## src/rtl/tdm_demux2_rx.sv

```systemverilog
// tdm_demux2_rx: serial two-channel TDM receiver; din/din_valid/fsync in, a_data/a_valid, b_data/b_valid, sync_err, locked out
module tdm_demux2_rx #(
  parameter int WIDTH = 8
) (
  input  logic             clk,
  input  logic             rst,
  input  logic             din,
  input  logic             din_valid,
  input  logic             fsync,
  output logic [WIDTH-1:0] a_data,
  output logic             a_valid,
  output logic [WIDTH-1:0] b_data,
  output logic             b_valid,
  output logic             sync_err,
  output logic             locked
);
  localparam int CW = $clog2(WIDTH) + 1;
  typedef enum logic [1:0] {HUNT, CH_A, CH_B} state_t;
  state_t           state;
  logic [CW-1:0]    cnt;
  logic [WIDTH-1:0] sr;
  logic [WIDTH-1:0] word;
  logic             frame_start;
  logic             last;
  assign word        = {sr[WIDTH-2:0], din};
  assign frame_start = state == CH_A && cnt == '0;
  assign last        = cnt == CW'(WIDTH - 1);
  always_ff @(posedge clk) begin
    if (rst) begin
      state    <= HUNT;
      cnt      <= '0;
      sr       <= '0;
      a_data   <= '0;
      b_data   <= '0;
      a_valid  <= 1'b0;
      b_valid  <= 1'b0;
      sync_err <= 1'b0;
      locked   <= 1'b0;
    end else begin
      a_valid  <= 1'b0;
      b_valid  <= 1'b0;
      sync_err <= 1'b0;
      if (din_valid) begin
        if (state == HUNT) begin
          if (fsync) begin
            sr     <= {{(WIDTH-1){1'b0}}, din};
            cnt    <= CW'(1);
            state  <= CH_A;
            locked <= 1'b1;
          end
        end else if (frame_start && !fsync) begin
          sync_err <= 1'b1;
          state    <= HUNT;
          locked   <= 1'b0;
        end else if (fsync && !frame_start) begin
          sync_err <= 1'b1;
          sr       <= {{(WIDTH-1){1'b0}}, din};
          cnt      <= CW'(1);
          state    <= CH_A;
        end else if (last) begin
          sr  <= word;
          cnt <= '0;
          if (state == CH_A) begin
            a_data  <= word;
            a_valid <= 1'b1;
            state   <= CH_B;
          end else begin
            b_data  <= word;
            b_valid <= 1'b1;
            state   <= CH_A;
          end
        end else begin
          sr  <= word;
          cnt <= cnt + 1'b1;
        end
      end
    end
  end
endmodule

```

## config.mk

```make
export PLATFORM = sky130hd
export DESIGN_NAME = tdm_demux2_rx
export DESIGN_NICKNAME = d
export VERILOG_FILES = /design/src/rtl/tdm_demux2_rx.sv
export SDC_FILE = /design/constraint.sdc
export NUM_CORES = 1
export LEC_CHECK = 0
export ABC_AREA = 1
export CORE_UTILIZATION = 56
export DETAILED_ROUTE_END_ITERATION = 10
export MAX_ROUTING_LAYER = met4
export PLACE_DENSITY = 0.83
export SLEW_MARGIN = 20
export SYNTH_ARGS = -nofsm -noshare
export SYNTH_HDL_FRONTEND = slang
export SYNTH_SLANG_ARGS = --single-unit
```

## constraint.sdc

```tcl
create_clock -name clk -period 2.95 [get_ports clk]
set_input_delay 0.295 -clock clk [delete_from_list [all_inputs] [get_ports clk]]
set_output_delay 0.295 -clock clk [all_outputs]
set_load 0.05 [all_outputs]
```

-- After elaboration in Yosys (flattened, before gate mapping)
Index checks and enable logic that the tools add are counted.
- bits of input ports: 5
- output and inout port bits: 20
- logic and storage cells: 58
- register bits after elaboration: 33
- muxes and demuxes: 22
- add/sub/neg operators: 1
- reduce and logical (&&, ||, !) cells: 16
- bitwise logic cells: 6
- equal/unequal tests: 4
- operator list (operator ; number):
    7-bit two-way mux ; 4
    4-bit two-way mux ; 5
    2-bit two-way mux ; 6
    6-bit AND reduction ; 2
    3-bit AND reduction ; 3
    1-bit two-way mux ; 7
    1-bit NOT ; 6
    6-bit OR reduction ; 1
    4-bit by 1-bit adder with 4-bit output, second input constant ; 1
    4-bit by 3-bit == test with 1-bit output, second input constant ; 1
    4-bit zero test ; 1
    2-bit inequality test, second input constant ; 2
    4-bit nonzero test ; 1
    1-bit logical AND ; 3
    3-bit OR reduction ; 1
    2-bit by 1-bit == test with 1-bit output, second input constant ; 1
    1-bit zero test ; 2
    2-bit zero test ; 1
    2-bit nonzero test ; 1

-- Depth between registers and ports, before layout
- word-level depth: 7
- depth in mapped cells: 12
- mapped depth without buffers: 12

-- Worst setup path before layout
Ideal clock, no wire load.
- path kind: register to register
- from: register cnt[0]
- to: register b_data[0]
- setup time: 63 ps
- buffers on the path: 1
- period minus slack after synthesis: 1769 ps
- setup slack: 1181 ps
- required time: 2887 ps
- arrival: 1706 ps
- cell stages (with the launch flop): 11
- cells stage by stage: dfxtp_1 inv_1 ha_1 nand4_1 inv_1 ha_1 nor3_4 and2_4 buf_12 nor2_2 nor2_2
- longest elaborated chain between the ends: 6
- elaborated cells between the ends (all ways): 9
- RTL lines (element ; line ; text):
    start, declared ; 20 ; logic [CW-1:0] cnt;
    start signal, assigned ; 74 ; cnt <= cnt + 1'b1;
    4-bit zero test ; 26 ; assign frame_start = state == CH_A && cnt == '0;
    1-bit logical AND ; 26 ;
    1-bit zero test ; 55 ; end else if (fsync && !frame_start) begin
    1-bit logical AND ; 55 ;
    1-bit NOT (no line) ; -- ;
    6-bit AND reduction (no line) * ; -- ;
    end signal, assigned ; 68 ; b_data <= word;
    end, declared ; 12 ; output logic [WIDTH-1:0] b_data,
Mark *: on every way between the ends. The rest lies on a longest branch, timed or not.
A chain may end at the register's enable or synchronous reset.

-- Worst setup path in the final report
- from: register state[1]
- to: register a_data[5]
- longest elaborated chain between the ends: 6
- elaborated cells between the ends (all ways): 10
- RTL lines (element ; line ; text):
    start, declared ; 19 ; state_t state;
    start signal, assigned ; 30 ; state <= HUNT;
    start signal, assigned ; 48 ; state <= CH_A;
    start signal, assigned ; 53 ; state <= HUNT;
    2-bit by 1-bit == test with 1-bit output ; 26, 63 ;
    1-bit logical AND ; 26 ;
    1-bit zero test ; 55 ;
    1-bit logical AND ; 55 ;
    1-bit NOT (no line) ; -- ;
    6-bit AND reduction (no line) * ; -- ;
    end signal, assigned ; 64 ; a_data <= word;
    end, declared ; 10 ; output logic [WIDTH-1:0] a_data,
Marked as above.

==> flow_metrics.env <==
export IMPL_drt_pass1_iter_count=4
export IMPL_first_global_vias=1161
export IMPL_place_gp_congestion=0.893
export IMPL_max_freq_mhz=506
export IMPL_ant_nets=0
export IMPL_clock_power_share_pct=38.0
export IMPL_crit_fanout=9
export IMPL_fin_nets=238
export IMPL_synthTopCellsByArea="dfxtp_1 44%, nand2_1 11%, nor2_2 7.5%"
export IMPL_path_buf_inv=5
export IMPL_p_switching_uw=232
export IMPL_synth_nets=210
export IMPL_cts_tree="built"
export IMPL_irDropWorstVdd_v=0.000481
export IMPL_coreArea_sq_um=2500
export IMPL_fp_dieH_um=53.8
export IMPL_dpl_hpwl_um=2300
export IMPL_critPathLaunchType="flip-flop"
export IMPL_cpMostUsedCell="inv_1"
export IMPL_yosysSeqAreaShare_pct=44.0
export IMPL_pre_cts_ws_ns=0.943
export IMPL_post_cts_resized=0
export IMPL_finalInstanceArea_sq_um=1840
export IMPL_p_seq_share_pct=50.0
export IMPL_finalHoldViolCount=0
export IMPL_placedCellCount=252
export IMPL_finalWorstSetupSlack_ns=0.973
export IMPL_ys_warnings_count=0
export IMPL_status="finished clean"
export IMPL_placed_area_sq_um=1750
export IMPL_drv_slew=0
export IMPL_clock_sinks=33
export IMPL_slowest_delay_ns=0.41
export IMPL_netlist_area_sq_um=1500
export IMPL_num_vias=1359
export IMPL_maxCapViolCount=0
export IMPL_hold_class="reg -> reg"
export IMPL_end_kind="flip-flop"
export IMPL_areaGrowthSynthToFinish_pct=22.5
export IMPL_arrival_ns=2.24
export IMPL_die_w_um=53.8
export IMPL_netlist_instances=201
export IMPL_holdWs_ns=0.486
export IMPL_layout_cells_most_common_list="45 x nand2_1, 33 x dfxtp_1, 28 x nor2_1"
export IMPL_grt_overflow=0
export IMPL_grt_usage_pct=25.4
export IMPL_fillCellCount=213
export IMPL_setup_tns_ns=0
export IMPL_avgSynthCellArea_sq_um=7.46
export IMPL_antenna_found_initial=0
export IMPL_drt_iter0_drc=39
export IMPL_switching_share_pct=25.2
export IMPL_setup_viol=0
export IMPL_internal_power_uw=690
export IMPL_initial_core_util_pct=60.0
export IMPL_io_buffer_count=24
export IMPL_ctsHoldBuffers=0
export IMPL_grt_max_degree=20
export IMPL_tightest_slew_ns=0.501
export IMPL_insertedDiodeCount=0
export IMPL_p_per_area_nw_per_um2=502
export IMPL_fin_crit_sh_pct=67.0
export IMPL_crit_type="reg -> reg"
export IMPL_drive_gt1_share_pct=13.9
export IMPL_synth_cell_types=20
export IMPL_die_area_sq_um=2890
export IMPL_slew_headroom_pct=66.5
export IMPL_yosys_register_bits=33
export IMPL_max_clock_path_buffers=2
export IMPL_mostFrequentLayoutCell="nand2_1"
export IMPL_drt_total_wl_um=3090
export IMPL_yosys_area_top_type_share_pct=44.0
export IMPL_fin_crit_ns=1.98
export IMPL_drt_drc_violations_left=0
export IMPL_p_leak_uw=0.000721
export IMPL_grt_pass1_wl_um=5100
export IMPL_clk_pin_slew_ns=0.10
export IMPL_routed_via_density=5.23
export IMPL_rsz0062_at_grt="false"
export IMPL_cpMaxStageDelayCell="dfxtp_1"
export IMPL_wl_per_cell_um=11.9
export IMPL_insertion_delay_ns=0.33
export IMPL_cts_inserted_buffers=5
export IMPL_stdcell_count=260
export IMPL_p_comb_share_pct=12.0
export IMPL_skew_ns=0.00501
export IMPL_htreeDepth=2
export IMPL_ios=25
export IMPL_critPathTopFamily="simple AND/OR/NAND/NOR gates"
export IMPL_yosysTopAreaCell="dfxtp_1"
export IMPL_cts_setup_buffers=0
export IMPL_worstPathCellList="inv_1 > nand2_1 > inv_1 > nand4_1 > inv_1 > ha_1 > inv_1 > nor2_1 > nand2_1 > inv_1 > nor2_1 > nor2_1"
export IMPL_rows=18
export IMPL_required_ns=3.22
export IMPL_root_buffer="clkbuf_4"
cell families after synthesis:
| logic type | Yosys count | share of synthesized area (%) |
|---|---|---|
| AO/OA/AOI/OAI | 23 | 7.67 |
| adder cells (fa/ha/maj) | 4 | 3.34 |
| buffers and inverters | 21 | 6.42 |
| flip-flops | 33 | 44.0 |
| AND/OR/NAND/NOR | 120 | 38.5 |
registers in the layout, indices dropped and copies added, names as in the netlist:
name      cells
a_data        8
b_data        8
sr            7
cnt           4
state         2
a_valid       1
b_valid       1
locked        1
sync_err      1
per-layer routing:
metal  part of all wire, %  up-vias  track usage, %
met5                     0        -               -
met4                   1.7        0            11.0
met3                   6.0        9            5.93
met2                    45       49            37.7
met1                    48      598            32.8
li1                      -      703               -
cell type report:
class | count | area (sq um) | area share (%)
clock buffer | 7 | 55.1 | 3.00
timing repair buffer | 25 | 248 | 13.5
multi-input combinational | 147 | 743 | 40.4
tap | 30 | 37.5 | 2.04
sequential | 33 | 661 | 35.9
clock inverter | 1 | 30.0 | 1.63
inverter | 17 | 63.8 | 3.47
worst reg2reg max path: stages, from the launching register on:
cell,delay (ns)
dfxtp_1,0.41
inv_1,0.08
nand2_1,0.13
inv_1,0.09
nand4_1,0.10
inv_1,0.05
ha_1,0.31
inv_1,0.05
nor2_1,0.13
nand2_1,0.16
inv_1,0.22
nor2_1,0.08
nor2_1,0.11
metrics by stage:
stage	power, uW	utilization (%)
global placement	576	70.1
finish	922	73.5
global route	966	73.5
detailed placement	581	70.1
CTS	929	73.5
floorplan	549	-
final timing paths:
check / start / end / depth (start not counted) / slack (ns)
max: state[1]$_SDFFE_PP0P_ / a_data[5]$_SDFFE_PP0P_ / 12 / 0.97
min: locked$_SDFFE_PP0P_ / locked$_SDFFE_PP0P_ / 2 / 0.49
max reg2reg: state[1]$_SDFFE_PP0P_ / a_data[5]$_SDFFE_PP0P_ / 12 / 0.97
min reg2reg: locked$_SDFFE_PP0P_ / locked$_SDFFE_PP0P_ / 2 / 0.49
cell usage after synthesis:
cell type and count:
nand4_1 9, nor2_2 18, inv_2 2, nand3b_1 7, clkbuf_1 2, buf_2 1
nor3_1 2, inv_1 14, dfxtp_1 33, o21ai_0 12, nand3_1 7, buf_12 1
ha_1 4, nand2_2 2, a21oi_1 11, nand2_1 45, nor2_1 28, clkinv_1 1
and2_4 1, nor3_4 1
power groups by stage:
stage / Sequential, uW / Clock (uW) / Combinational [uW]
floorplan: 477 / 0 / 72.0
global placement: 470 / 0 / 106
detailed placement: 471 / 0 / 110
CTS: 461 / 358 / 110
global route: 463 / 379 / 124
finish: 461 / 351 / 110
No activity file was read; power rests on OpenSTA's default activity.
